--- src/rtl/coin_collector.sv ---
// Coin collector FSM: latches a price, accumulates coins, dispenses and returns change.
// Optional customer cancel is compiled in with `define CANCEL_EN.
module coin_collector #(
    parameter int MAX_CREDIT     = 15,
    parameter int TIMEOUT_CYCLES = 1000
) (
    input  logic       clk,
    input  logic       rst,
    input  logic [3:0] price,
    input  logic       price_valid,
    input  logic [1:0] coin,
    input  logic       cancel,
    output logic       busy,
    output logic [3:0] credit,
    output logic       dispense,
    output logic [3:0] change,
    output logic       change_valid,
    output logic       coin_reject
);

    typedef enum logic [2:0] {
        IDLE,
        COLLECT,
        DISPENSE,
        CHANGE,
        REFUND
    } state_t;

    localparam int TW = (TIMEOUT_CYCLES > 1) ? $clog2(TIMEOUT_CYCLES) : 1;
    localparam logic [4:0] MAXC = 5'(MAX_CREDIT);
    localparam logic [TW-1:0] TLAST = TW'(TIMEOUT_CYCLES - 1);

    state_t        state;
    logic [3:0]    price_q;
    logic [TW-1:0] tcount;
    logic [4:0]    coin_val;
    logic [4:0]    sum;
    logic          has_coin;
    logic          fits;
    logic          paid;
    logic          do_cancel;

    always_comb begin
        coin_val = 5'd0;
        unique case (coin)
            2'b01:   coin_val = 5'd1;
            2'b10:   coin_val = 5'd2;
            2'b11:   coin_val = 5'd5;
            default: coin_val = 5'd0;
        endcase
    end

    // Five-bit sum keeps the overflow check from wrapping.
    assign sum      = {1'b0, credit} + coin_val;
    assign fits     = (sum <= MAXC);
    assign paid     = (sum >= {1'b0, price_q});
    assign has_coin = (coin != 2'b00);

`ifdef CANCEL_EN
    assign do_cancel = cancel;
`else
    logic unused_cancel;
    assign unused_cancel = cancel;
    assign do_cancel     = 1'b0;
`endif

    assign busy = (state != IDLE);

    always_ff @(posedge clk or posedge rst) begin
        if (rst) begin
            state        <= IDLE;
            price_q      <= 4'd0;
            credit       <= 4'd0;
            tcount       <= '0;
            dispense     <= 1'b0;
            change       <= 4'd0;
            change_valid <= 1'b0;
            coin_reject  <= 1'b0;
        end else begin
            dispense     <= 1'b0;
            change       <= 4'd0;
            change_valid <= 1'b0;
            coin_reject  <= 1'b0;
            unique case (state)
                IDLE: begin
                    coin_reject <= has_coin;
                    if (price_valid && price != 4'd0) begin
                        price_q <= price;
                        credit  <= 4'd0;
                        tcount  <= '0;
                        state   <= COLLECT;
                    end
                end
                COLLECT: begin
                    if (do_cancel) begin
                        coin_reject  <= has_coin;
                        change       <= credit;
                        change_valid <= 1'b1;
                        state        <= REFUND;
                    end else if (has_coin) begin
                        if (fits) begin
                            credit <= sum[3:0];
                            tcount <= '0;
                            if (paid) begin
                                dispense <= 1'b1;
                                state    <= DISPENSE;
                            end
                        end else begin
                            coin_reject <= 1'b1;
                        end
                    end else if (tcount == TLAST) begin
                        change       <= credit;
                        change_valid <= 1'b1;
                        state        <= REFUND;
                    end else begin
                        tcount <= tcount + 1'b1;
                    end
                end
                DISPENSE: begin
                    coin_reject  <= has_coin;
                    change       <= credit - price_q;
                    change_valid <= 1'b1;
                    state        <= CHANGE;
                end
                CHANGE, REFUND: begin
                    coin_reject <= has_coin;
                    credit      <= 4'd0;
                    state       <= IDLE;
                end
                default: state <= IDLE;
            endcase
        end
    end

endmodule

--- config.mk ---
export PLATFORM = sky130hd
export DESIGN_NAME = coin_collector
export DESIGN_NICKNAME = d
export VERILOG_FILES = /design/src/rtl/coin_collector.sv
export SDC_FILE = /design/constraint.sdc
export NUM_CORES = 1
export LEC_CHECK = 0
export ABC_AREA = 1
export CAP_MARGIN = 20
export CORE_ASPECT_RATIO = 0.7
export CORE_UTILIZATION = 43
export CTS_CLUSTER_SIZE = 20
export DETAILED_ROUTE_END_ITERATION = 12
export DONT_BUFFER_PORTS = 1
export PLACE_DENSITY = 0.66
export SYNTH_ARGS = -nofsm -noshare
export SYNTH_HDL_FRONTEND = slang
export SYNTH_SLANG_ARGS = --single-unit
--- constraint.sdc ---
create_clock -name clk -period 3.6 [get_ports clk]
set_input_delay 0.72 -clock clk [delete_from_list [all_inputs] [get_ports clk]]
set_output_delay 0.72 -clock clk [all_outputs]
set_load 0.01 [all_outputs]
# [Word level (Yosys, flattened, before mapping)]
# Index checks and enable logic that the tools add are counted.
[classes] n_addsub=3 magnitude_cmp=2 eq_ne=15 muxes=29 reduce_logical=13
[ops] cell="10-bit 2-to-1 mux" n=4
[ops] cell="4-bit 2-to-1 mux" n=5
[ops] cell="10-bit one-hot mux with 2 select lines" n=1
[ops] cell="3-bit one-hot mux with 3 select lines" n=2
[ops] cell="3-bit 2-to-1 mux" n=5
[ops] cell="3-bit inequality test (second input constant)" n=4
[ops] cell="4-bit one-hot mux with 3 select lines" n=1
[ops] cell="4-bit AND reduction" n=3
[ops] cell="10-bit by 1-bit adder with 10-bit output (second input constant)" n=1
[ops] cell="10-bit == test (second input constant)" n=1
[ops] cell="1-bit 2-to-1 mux" n=8
[ops] cell="4-bit one-hot mux with 2 select lines" n=1
[ops] cell="3-bit by 2-bit == test with 1-bit output (second input constant)" n=2
[ops] cell="2-bit inequality test (second input constant)" n=3
[ops] cell="3-bit nonzero test" n=2
[ops] cell="4-bit by 5-bit adder with 5-bit output" n=1
[ops] cell="5-bit by 4-bit >= comparator with 1-bit output" n=1
[ops] cell="5-bit by 4-bit <= comparator with 1-bit output (second input constant)" n=1
[ops] cell="2-bit == test (second input constant)" n=2
[ops] cell="1-bit one-hot mux with 2 select lines" n=2
[ops] cell="2-bit nonzero test" n=2
[ops] cell="4-bit nonzero test" n=1
[ops] cell="4-bit OR reduction" n=1
[ops] cell="4-bit subtractor" n=1
[ops] cell="7 further kinds" n=7
[totals] reg_bits=28 in_bits=10 word_cells=70

# [Longest topological paths before layout]
# Gate-level depths: netlist (run 1).
[logic_depth] ltp_word=8 mapped_depth=18 depth_no_buf=18

# [Worst setup path before layout (run 1)]
# OpenSTA, ideal clock, no wires.
[synth_path] path_kind="input-to-reg" startpoint="input port coin[1]" endpoint="register state[0]" setup_time_ps=117 arrival_time_ps=2276 path_slack_ps=1208 path_stages=17 path_buffers=0 path_cell_list="inv_1 -> nor2_1 -> inv_1 -> fa_1 -> inv_1 -> ha_1 -> nand2_1 -> nand2_1 -> nand2_1 -> nand2_1 -> nand2_1 -> nand2_1 -> nand2_1 -> nand2_1 -> nand2_1 -> nand2_1 -> nand2_1"
[synth_via] elab_chain_cells=6 word_cells_on_any_way=14 cone_classes="add/sub (1); order compare (2); eq/ne (6); mux (3); reduce/logical (2)"
[synth_lines] item="from (decl)" line="11" text="input logic [1:0] coin,"
[synth_lines] item="2-bit == test or 2-bit by 1-bit == test with 1-bit output (tied branches)" line="45" text="unique case (coin)"
[synth_lines] item="3-bit one-hot mux with 3 select lines" line="45"
[synth_lines] item="4-bit by 5-bit adder with 5-bit output" line="54" text="assign sum = {1'b0, credit} + coin_val;"
[synth_lines] item="5-bit by 4-bit >= comparator with 1-bit output or 5-bit by 4-bit <= comparator with 1-bit output (tied branches)" line="56, 55"
[synth_lines] item="3-bit inequality test (no source line)"
[synth_lines] item="4-bit AND reduction (no source line)"
[synth_lines] item="to (signal assigned)" line="71" text="state <= IDLE;"
[synth_lines] item="to (signal assigned)" line="91" text="state <= COLLECT;"
[synth_lines] item="to (signal assigned)" line="99" text="state <= REFUND;"
[synth_lines] item="to (decl)" line="33" text="state_t state;"
# Several ways; a longest one is shown, not always the timed one.
# A chain may end at the register's enable or synchronous reset.

# [Final worst setup path (run 1)]
[layout_path] startpoint="register credit[1]" endpoint="register state[0]"
[layout_via] elab_chain_cells=4 word_cells_on_any_way=6 cone_classes="add/sub (1); order compare (2); eq/ne (2); reduce/logical (1)"
[layout_lines] item="from (decl)" line="14" text="output logic [3:0] credit,"
[layout_lines] item="from (signal assigned)" line="102" text="credit <= sum[3:0];"
[layout_lines] item="4-bit by 5-bit adder with 5-bit output (*)" line="54"
[layout_lines] item="5-bit by 4-bit >= comparator with 1-bit output or 5-bit by 4-bit <= comparator with 1-bit output (tied branches)" line="56, 55"
[layout_lines] item="3-bit inequality test (no source line)"
[layout_lines] item="4-bit AND reduction (no source line) (*)"
# Every way passes the cells marked *; elsewhere a longest branch is shown, timed or not.

==> reports/results.md, run 1 <==
| Step | Quantity | This run |
|---|---|---|
| synthesis | Largest family of logic cells by synthesized area | simple AND/OR/NAND/NOR gates |
| critical path | End of the worst register-to-register path | state[0] |
| synthesis | Net count of the mapped netlist | 245 |
| place | Placed instance area | 0.00184 sq mm |
| routing | Detailed-router iteration count before antenna repair | 4 |
| synthesis | Share of synthesized cell area in full adder, half adder and majority cells | 10.1% |
| synthesis | Fraction of synthesized area in multiplexers | 0% |
| die | Y dimension of the die | 55.4 microns |
| die | Cell Rows | 19 |
| clock network | Max Root-Sink Buffers | 2 |
| critical path | Highest net fanout along the worst path | 5 |
| power | Ratio of total power to cell area | 685 mW/mm^2 |
| critical path | Maximum single-stage delay on the critical path | 0.59 ns |
| die | Die W | 78.3 microns |
| critical path | R2R Path Start | credit[1] |
| final layout | Count of inserted antenna diode cells | 0 |
| final layout | Share of post-route cells with drive strength above 1 | 7.96% |
| routing | Vias after detailed routing | 1376 |
| clock network | TritonCTS buffer count | 3 |
| final layout | Post-layout util | 48.6% |
| critical path | Worst setup path endpoint | state[0] |
| final layout | Final std cell area, no fill | 0.00191 sq mm |
| critical path | Kind of start point of the critical path | register |
| sta | RSZ-0062 raised after global routing | no |
| clock network | H-tree depth | 1 |
| synthesis | Distinct cell type count of the synthesized netlist | 31 |
| synthesis | Most used flip-flop cell after synthesis | dfrtp_1 |
| sta | Clock period minus final worst setup slack | 2.29 ns |
| clock network | TritonCTS clock tree | built |
| critical path | Arrival time at the worst endpoint | 2.46 ns |
| synthesis | Top post-synthesis cells by area | dfrtp_1 40%, nand2_1 11%, inv_1 9.0% |
| clock network | Number of hold buffers added after cts | 0 |
| flow run | Number of max-capacitance violations reported | 0 |
| synthesis | Synth async-reset ratio | 100% |
| routing | Final ANT Viol Nets | 0 |
| clock network | Post-CTS Setup Repair Bufs | 0 |
| place | Last weighted congestion value of the routability-driven placer | 0.847 |
| clock network | Clock root cell | clkbuf_8 |
| sta | Peak clock frequency supported by timing | 437 MHz |
| critical path | Cell mode on critical path | nand2_1 |
| sta | Final Skew | 0.00604 ns |
| critical path | Data required time of the critical path | 3.77 ns |
| global route | Global-route wire length before repair | 6.26 mm |
| sta | Total setup violations reported at the end of the flow | 0 |
| clock network | Clock-pin transition on the worst setup and hold timing paths | 0.10 ns |
| critical path | Cells traversed along the worst timing path | inv_1, fa_1, inv_1, ha_1, nand2_1, nand2_1, nand2_1, nand2_1, nand2_1, nand2_1, nand2_1, nand2_1, nand2_1, nand2_1, nand2_1 |
| synthesis | Synthesis warning total | 0 |
| routing | Remaining design rule violation count | 0 |
| routing | DR vias/cell | 4.95 |
| sta | Setup TNS | 0 ns |
| synthesis | Post-synth EDFFs | 0 |
| place | Count of input and output buffers | 0 |
| final layout | Total number of nets in the final design | 250 |
| synthesis | XOR/XNOR share of the synthesized area | 3.00% |
| die | Std-Cell Core Area | 0.00392 sq mm |
| synthesis | Count leader, synth | nand2_1 |
| final layout | Layout Area Growth over Synthesis | 8.70% |
| clock network | Number of sinks driven by the clock tree | 28 |
| global route | Maximum number of pins on one net before global-route repair | 21 |
| synthesis | Sequential fraction of the synthesis area | 39.9% |
| die | Die Area | 0.00434 sq mm |
| global route | GR Overflow Total | 0 |
| routing | Final wirelength | 3.50 mm |
| synthesis | Post-Synthesis Cell Area | 0.00175 sq mm |
| critical path | Worst setup path startpoint | credit[1] |
| synthesis | Yosys top cell by area | dfrtp_1 |
| sta | Final Hold Violating Endpoints | 0 |
| die | Io pins | 22 |
| sta | Smallest hold slack | 0.317 ns |
| synthesis | Yosys reg bits | 28 |
| critical path | Critical Path Sink Type | register |
| die | Starting density of the core | 44.7% |
| sta | Headroom to the max-slew limit | 68.1% |
| synthesis | Mean instance size in the synthesized netlist | 7.90 sq um |
| sta | Period Utilization, post-route | 63.5% |
| critical path | Setup CP Type | reg2reg |
| critical path | Setup slack of the worst register-to-register path | 1.31 ns |
| clock network | Resize count post-CTS | 0 |
| power | Worst IR drop on VDD | 0.000258 V |
| synthesis | List of most frequent post-synthesis cells | 50 x nand2_1, 42 x inv_1, 28 x dfrtp_1 |
| place | Half-perimeter wire length after placement | 2.78 mm |
| global route | Overall global routing resource usage | 18.5% |
| routing | DRC violation total after the first TritonRoute iteration | 162 |
| power | Reported leakage power | 0.962 nW |
| clock network | Insertion delay to the later sink of the worst-skew pair | 0.27 ns |
| sta | Measured slew at the worst slew-check pin | 0.478 ns |
| synthesis | Synth Area in Simple Gates | 26.1% |
| global route | Number of global-route vias before repair | 1326 |
| sta | Max-slew violation count | 0 |
| synthesis | Compound-gate portion of the synthesized area | 10.2% |
| critical path | Critical path's slowest cell | fa_1 |
| synthesis | Share of the synthesized area in the top cell type | 39.9% |
| critical path | Number of cells on the worst reg-to-reg path | 15 |
| synthesis | Gate count after technology mapping | 222 |
| global route | Number of antenna violations at the first check in global routing | 0 |
| outcome | Result of the run | complete, no violations |
| routing | Detailed-route wire length per cell | 12.6 microns |
| worst hold path | Classification of the worst-slack hold path | in2async |
==> where the power goes <==
part	leakage [nW]	switching (mW)	internal, mW
logic	0.551	0.383	0.201
registers	0.376	0.0842	0.391
clock network	0.0357	0.0991	0.149
total	0.962	0.566	0.741
==> worst max-delay path: cells and delay by family, from the launching register on <==
| kind | cells | cell delay, ns |
|---|---|---|
| adders and majority gates | 2 | 0.85 |
| DFF | 1 | 0.52 |
| buffers and inverters | 2 | 0.19 |
| and+or+nand+nor | 11 | 0.64 |
==> through the flow <==
step	power, mW	setup WS, ns	cells
floorplan	0.946	1.21	222
global placement	1.05	1.04	273
detailed placement	1.07	1.03	274
CTS	1.32	1.29	278
global route	1.46	1.05	278
finish	1.31	1.31	278
==> final cells by class <==
cell class              instances  area (sq um)
flip-flops and latches         28           701
repair buffers                  1          27.5
inverters                      46           175
multi-input cells             147           867
clock buffers                   3          41.3
clock inverters                 1          30.0
well taps                      52          65.1
fillers                       384          2020
==> worst min-delay path by stage <==
stage / cells after the start / to / from / slack [ns]
after floorplan: 2 / price_q[1] / price_q[1] / 0.45
after global routing: 1 / dispense / rst / 0.33
final: 1 / change_valid / rst / 0.32
after CTS: 1 / change_valid / rst / 0.33
after detailed placement: 2 / price_q[1] / price_q[1] / 0.48
after global placement: 2 / price_q[1] / price_q[1] / 0.48
==> metal layers <==
| metal | vias up | GRT usage [%] | wire length [microns] |
|---|---|---|---|
| met1 | 604 | 30.9 | 1910 |
| met4 | 0 | 4.23 | 17 |
| met3 | 2 | 3.80 | 244 |
| met2 | 44 | 23.4 | 1330 |
| li1 | 726 | - | - |
| met5 | - | 0 | 0 |
==> cells in the final DEF (no fill, tap or decap), types with 2 or more instances in the layout <==
master    Yosys  routed
nand2_1      50      50
inv_1        42      42
dfrtp_1      28      28
nand3_1      17      17
o21ai_0      16      16
nor2_1       12      12
ha_1         11      11
nand4_1       5       5
o21ai_1       5       5
xor2_1        4       4
o22ai_1       4       4
inv_2         3       3
a21oi_1       3       3
clkbuf_8      0       3
nor3_1        2       2
xnor2_1       2       2
nor3b_1       2       2
fa_1          2       2
==> flip-flops by register name (all words and copies together) (netlist names) <==
| signal | cells |
|---|---|
| dispense | 1 |
| change_valid | 1 |
| tcount | 10 |
| price_q | 4 |
| coin_reject | 1 |
| credit | 4 |
| state | 3 |
| change | 4 |
==> logic make-up (layout without fill, tap and decap cells) <==
family,after synthesis,in the layout
DFF,28,28
buffers and inverters,47,51
adders and majority gates,13,13
xor gates and xnor gates,6,6
and+or+nand+nor,96,96
AOI/OAI and AO/OA,32,32
Power figures use the tool's default switching activity.
==> inputs of run 2 (changes only) <==
PLACE_DENSITY = 0.68   (was 0.66)
clock period = 2 ns   (was 3.6 ns; I/O delays follow)
==> run 2 against run 1 <==
The flow now finishes with violations (negative setup slack). Largest power group unchanged. Die area is the same. Clock-buffer cell count did not move. Setup slack worse by 1.5 ns. Register-to-register slack worse by 1.5 ns. Core utilization is 4.0 points higher. Total power is 110% higher.
==> reports/results.md, run 2 (synthesis gave the netlist of run 1 again) <==
| Step | Quantity | This run | Delta |
|---|---|---|---|
| sta | Headroom to the max-slew limit | 76.7% | +8.6 points |
| power | Reported leakage power | 1.03 nW | +7.5% |
| critical path | Setup CP Type | reg2reg |  |
| sta | Peak clock frequency supported by timing | 448 MHz | +2.3% |
| routing | DRC violation total after the first TritonRoute iteration | 184 | +14% |
| critical path | Data required time of the critical path | 2.21 ns | -1.56 ns |
| place | Half-perimeter wire length after placement | 2.97 mm | +6.9% |
| die | Starting density of the core | 44.7% | unchanged |
| final layout | Post-layout util | 52.6% | +4.0 points |
| place | Placed instance area | 0.00192 sq mm | +4.6% |
| critical path | Highest net fanout along the worst path | 2 | -3 |
| sta | Period Utilization, post-route | 112% | +48 points |
| final layout | Most flops, register | tcount |  |
| final layout | Max FFs per register | 10 | unchanged |
| clock network | TritonCTS buffer count | 3 | unchanged |
| global route | Overall global routing resource usage | 19.7% | +1.3 points |
| outcome | Result of the run | complete, but fails checks |  |
| critical path | Arrival time at the worst endpoint | 2.44 ns | -0.02 ns |
| final layout | Share of post-route cells with drive strength above 1 | 19.9% | +12 points |
| critical path | Kind of start point of the critical path | register |  |
| worst hold path | Classification of the worst-slack hold path | in2async |  |
| clock network | Max Root-Sink Buffers | 2 | unchanged |
| routing | Detailed-route wire length per cell | 13.6 microns | +7.7% |
| sta | Final Skew | 0.00940 ns | +0.00336 ns |
| clock network | Insertion delay to the later sink of the worst-skew pair | 0.28 ns | about the same |
| critical path | Cell mode on critical path | nand2_1 |  |
| flow run | Number of max-capacitance violations reported | 0 | unchanged |
| final layout | Layout Area Growth over Synthesis | 17.6% |  |
| die | Y dimension of the die | 55.4 microns | unchanged |
| place | Last weighted congestion value of the routability-driven placer | 0.884 | +4.4% |
| sta | Measured slew at the worst slew-check pin | 0.349 ns | -0.129 ns |
| routing | Final ANT Viol Nets | 0 | unchanged |
| clock network | Clock-pin transition on the worst setup and hold timing paths | 0.10 ns | about the same |
| sta | Worst Setup Slack, final | -0.234 ns | -1.55 ns |
| global route | Maximum number of pins on one net before global-route repair | 29 | +38% |
| final layout | Count of inserted antenna diode cells | 0 | unchanged |
| clock network | Clock root cell | clkbuf_8 |  |
| critical path | Critical path's slowest cell | fa_2 |  |
| die | Die W | 78.3 microns | unchanged |
| sta | Smallest hold slack | 0.0615 ns | -0.255 ns |
| sta | Total setup violations reported at the end of the flow | 3 | +3 |
| final layout | Most frequent cells in the layout | 43 x nand2_1, 39 x inv_1, 28 x dfrtp_1 |  |
| routing | Vias after detailed routing | 1514 | +10% |
| die | Cell Rows | 19 | unchanged |
| clock network | Number of sinks driven by the clock tree | 28 | unchanged |
| final layout | Final std cell area, no fill | 0.00206 sq mm | +8.2% |
| routing | Detailed-router iteration count before antenna repair | 4 | unchanged |
| critical path | Critical Path Sink Type | register |  |
| sta | Max-slew violation count | 0 | unchanged |
| final layout | Total number of nets in the final design | 265 | +6.0% |
| global route | Number of global-route vias before repair | 1423 | +7.3% |
| routing | Remaining design rule violation count | 0 | unchanged |
| global route | GR Overflow Total | 0 | unchanged |
| global route | Number of antenna violations at the first check in global routing | 0 | unchanged |
| final layout | Most common library cell in the layout ignoring fill and taps | nand2_1 |  |
| sta | Final Hold Violating Endpoints | 0 | unchanged |
| global route | Global-route wire length before repair | 6.67 mm | +6.6% |
| die | Std-Cell Core Area | 0.00392 sq mm | unchanged |
| place | Post-placement worst setup slack | -0.254 ns | -1.28 ns |
| clock network | Number of hold buffers added after cts | 0 | unchanged |
| routing | DR vias/cell | 5.17 | +4.4% |
| die | Io pins | 22 | unchanged |
| clock network | H-tree depth | 1 | unchanged |
| sta | Clock period minus final worst setup slack | 2.23 ns | -0.0521 ns |
| clock network | TritonCTS clock tree | built |  |
| critical path | Maximum single-stage delay on the critical path | 0.56 ns | -0.03 ns |
| outcome | Failing checks | negative setup slack |  |
| power | Ratio of total power to cell area | 1330 mW/mm^2 | +95% |
| critical path | Cells traversed along the worst timing path | ha_2, inv_2, fa_2, inv_2, ha_4, nand2_1, nand2_1, nand2_1, nand2_1, nand2_1, nand2_2, nand2_4, buf_6, nor3_2 |  |
| place | Count of input and output buffers | 0 | unchanged |
| routing | Final wirelength | 3.97 mm | +14% |
| die | Die Area | 0.00434 sq mm | unchanged |
| power | Worst IR drop on VDD | 0.000475 V | +84% |
| sta | RSZ-0062 raised after global routing | yes |  |
run 2: cell types whose count changed in the layout (fill, tap and decap cells not counted), sizes merged:
cell | previous run | this run
buf | 1 | 16
run 2: final timing paths:
path	from	endpoint	slack (ns)	cells past startpoint
worst min register to register	price_q[1]	price_q[1]	0.50	2
worst min-delay path	rst	tcount[3]	0.06	2
max in group asynchronous	rst	price_q[3]	1.67	2
worst max register to register	credit[0]	dispense	-0.23	14
min in group clk	price[1]	price_q[1]	0.29	2
worst max-delay path	credit[0]	dispense	-0.23	14
run 2: worst max-delay path, delay by kind of cell (launching register included):
kind / cells / cell delay (ns)
buf+inv: 3 / 0.21
fa+ha+maj: 3 / 1.00
simple gates: 8 / 0.58
flops: 1 / 0.36
run 2: report_power, final:
group          switching [mW]  internal [mW]  leakage (nW)
logic                   0.888          0.592         0.623
clock network           0.176          0.268        0.0357
registers               0.126          0.703         0.376
total                    1.19           1.56          1.03
run 2: per-layer routing:
metal | GRT usage (%) | up-vias | part of all wire [%]
met1 | 31.0 | 681 | 50
met2 | 28.6 | 78 | 42
met5 | 0 | - | 0
met4 | 2.65 | 0 | 0.30
li1 | - | 752 | -
met3 | 3.80 | 3 | 7.3
run 2: area by class of cell:
cell class	count	area, sq um
multi-input combinational	147	927
clock inverter	1	30.0
timing repair buffer	16	124
sequential	28	701
inverter	46	175
tap	52	65.1
fill	369	1860
clock buffer	3	41.3
run 2: timing repair:
action	in CTS	in global routing
buffers inserted	1	0
endpoints found under the setup margin	13	17
pin swaps	2	7
gates resized for setup	7	12
cloned	0	0
run 2: per-stage QoR:
stage / power [mW] / std cells / TNS [ns]
finish: 2.75 / 293 / -0.629
global route: 2.97 / 293 / -1.31
CTS: 2.60 / 293 / -0.424
detailed placement: 2.08 / 288 / -1.44
global placement: 2.03 / 288 / -0.639
floorplan: 1.70 / 222 / -0.0874
==> inputs of run 3 (changes only) <==
CORE_ASPECT_RATIO = default   (was 0.7)
==> run 3 against run 2 <==
Via count decreased by 2.5%. Core utilization increased by 0.83 points. The flow still finishes with violations (negative setup slack). Critical path type unchanged. Sequential share of layout area increased by 0.57 points. Critical endpoint unchanged.
==> reports/results.md, run 3 (synthesis gave the netlist of run 1 again) <==
| Step | Quantity | This run | Delta |
|---|---|---|---|
| sta | Peak clock frequency supported by timing | 463 MHz | +3.5% |
| final layout | Share of post-route cells with drive strength above 1 | 20.4% | +0.50 points |
| sta | Clock period minus final worst setup slack | 2.16 ns | -0.0750 ns |
| routing | Vias after detailed routing | 1476 | -2.5% |
| sta | Measured slew at the worst slew-check pin | 0.361 ns | +0.0118 ns |
| sta | Period Utilization, post-route | 108% | -3.8 points |
| sta | Final Skew | 0.00696 ns | -0.00244 ns |
| final layout | Post-layout util | 53.4% | +0.83 points |
| final layout | Total number of nets in the final design | 264 | -0.38% |
| global route | Number of global-route vias before repair | 1312 | -7.8% |
| critical path | Critical Path Sink Type | register |  |
| power | Ratio of total power to cell area | 1240 mW/mm^2 | -7.0% |
| power | Total power | 2.52 mW | -8.5% |
| final layout | Most common library cell in the layout ignoring fill and taps | nand2_1 |  |
| outcome | Failing checks | negative setup slack |  |
| place | Post-placement worst setup slack | -0.227 ns | +0.0274 ns |
| global route | Global-route wire length before repair | 6.13 mm | -8.1% |
| routing | Final ANT Viol Nets | 0 | unchanged |
| sta | Total setup violations reported at the end of the flow | 3 | unchanged |
| critical path | R2R Path Start | credit[0] |  |
| routing | Final wirelength | 3.68 mm | -7.4% |
| flow run | Number of max-capacitance violations reported | 0 | unchanged |
| final layout | Count of inserted antenna diode cells | 0 | unchanged |
| clock network | Clock-pin transition on the worst setup and hold timing paths | 0.10 ns | about the same |
| final layout | Max FFs per register | 10 | unchanged |
| clock network | TritonCTS clock tree | built |  |
| die | Io pins | 22 | unchanged |
| clock network | Insertion delay to the later sink of the worst-skew pair | 0.28 ns | about the same |
| sta | RSZ-0062 raised after global routing | yes |  |
| die | Cell Rows | 22 | +3 |
| sta | Max-slew violation count | 0 | unchanged |
| place | Half-perimeter wire length after placement | 2.71 mm | -9.0% |
| worst hold path | Classification of the worst-slack hold path | in2async |  |
| place | Count of input and output buffers | 0 | unchanged |
| sta | Headroom to the max-slew limit | 76.0% | -0.79 points |
| clock network | Number of hold buffers added after cts | 0 | unchanged |
| critical path | Data required time of the critical path | 2.17 ns | -0.04 ns |
| power | Reported leakage power | 1.02 nW | -1.4% |
| final layout | Most flops, register | tcount |  |
| die | Die W | 65.9 microns | -16% |
| global route | Overall global routing resource usage | 18.3% | -1.4 points |
| global route | GR Overflow Total | 0 | unchanged |
| critical path | Kind of start point of the critical path | register |  |
| die | Die Area | 0.00434 sq mm | about the same |
| final layout | Number of filler instances in the final layout | 359 | -2.7% |
| final layout | Most frequent cells in the layout | 43 x nand2_1, 38 x inv_1, 28 x dfrtp_1 |  |
| routing | DRC violation total after the first TritonRoute iteration | 87 | -53% |
| global route | Maximum number of pins on one net before global-route repair | 29 | unchanged |
| place | Placed Cells incl. Taps | 282 | -2.1% |
| clock network | Max Root-Sink Buffers | 2 | unchanged |
| clock network | TritonCTS buffer count | 3 | unchanged |
| place | Last weighted congestion value of the routability-driven placer | 0.808 | -8.5% |
| routing | Remaining design rule violation count | 0 | unchanged |
| final layout | Final cell count without fillers | 288 | -1.7% |
| final layout | Layout Area Growth over Synthesis | 15.7% |  |
| sta | Worst Setup Slack, final | -0.159 ns | +0.0750 ns |
| die | Std-Cell Core Area | 0.00380 sq mm | -3.2% |
| power | Worst IR drop on VDD | 0.000454 V | -4.5% |
| die | Starting density of the core | 46.2% | +1.5 points |
| critical path | Arrival time at the worst endpoint | 2.33 ns | -0.11 ns |
| global route | Number of antenna violations at the first check in global routing | 0 | unchanged |
| clock network | H-tree depth | 1 | unchanged |
| sta | Final Hold Violating Endpoints | 0 | unchanged |
| die | Y dimension of the die | 65.9 microns | +19% |
| routing | Detailed-router iteration count before antenna repair | 4 | unchanged |
| clock network | Number of sinks driven by the clock tree | 28 | unchanged |
| routing | Detailed-route wire length per cell | 12.8 microns | -5.8% |
| critical path | Setup CP Type | reg2reg |  |
| sta | Smallest hold slack | 0.0615 ns | +0.0000774 ns |
| critical path | Highest net fanout along the worst path | 2 | unchanged |
| critical path | Worst setup path startpoint | credit[0] |  |
| routing | DR vias/cell | 5.13 | -0.82% |
| clock network | Clock root cell | clkbuf_8 |  |
| outcome | Result of the run | complete, but fails checks |  |
-- run 3: layout make-up --
class / instances / area, sq um / share of cell area [%]
clock buffers: 4 / 55.1 / 2.71
repair buffers: 15 / 113 / 5.55
flip-flops and latches: 28 / 701 / 34.5
well taps: 48 / 60.1 / 2.96
inverters: 46 / 175 / 8.63
multi-input cells: 147 / 926 / 45.6
-- run 3: routing by layer --
layer  vias to the layer above  routed length, microns  global-route usage, %
li1                        750                       -                      -
met1                       681                    1870                   28.1
met2                        39                    1620                   26.8
met3                         6                     132                   2.07
met4                         0                      61                   4.89
met5                         -                       0                      0
-- run 3: critical path, stage by stage, from the launching register on --
cell and delay, ns:
dfrtp_1 0.37, ha_2 0.19, inv_2 0.04, fa_2 0.56
inv_2 0.05, ha_4 0.25, nand2_2 0.05, nand2_2 0.06
nand2_1 0.04, nand2_1 0.05, nand2_1 0.04, nand2_1 0.06
nand2_2 0.06, nor3_1 0.22
-- run 3: path summary, 6_finish.rpt --
path	to	slack [ns]	depth (start not counted)
min	change_valid	0.06	2
max	dispense	-0.16	13
max reg2reg	dispense	-0.16	13
max in group asynchronous	tcount[1]	1.67	2
min in group clk	price_q[2]	0.28	2
min reg2reg	price_q[2]	0.50	2
-- run 3: power by group --
part / switching (mW) / internal (mW) / total (mW)
combinational: 0.825 / 0.514 / 1.34
clock: 0.178 / 0.176 / 0.355
sequential: 0.123 / 0.703 / 0.826
-- run 3: timing repair --
| item | 4_1_cts | 5_1_grt |
|---|---|---|
| pin swaps | 1 | 4 |
| setup endpoints to repair | 4 | 17 |
| gates resized for setup | 2 | 16 |
| gates cloned | 0 | 0 |
| setup buffers | 1 | 1 |
| endpoints found under the hold margin | 0 | 0 |
-- run 3: through the flow --
stage	area, sq um	TNS, ns
after floorplan	1750	-0.0874
after CTS	1970	-0.385
after global placement	1900	-0.441
after global routing	2030	-0.814
final	2030	-0.376
after detailed placement	1900	-0.715
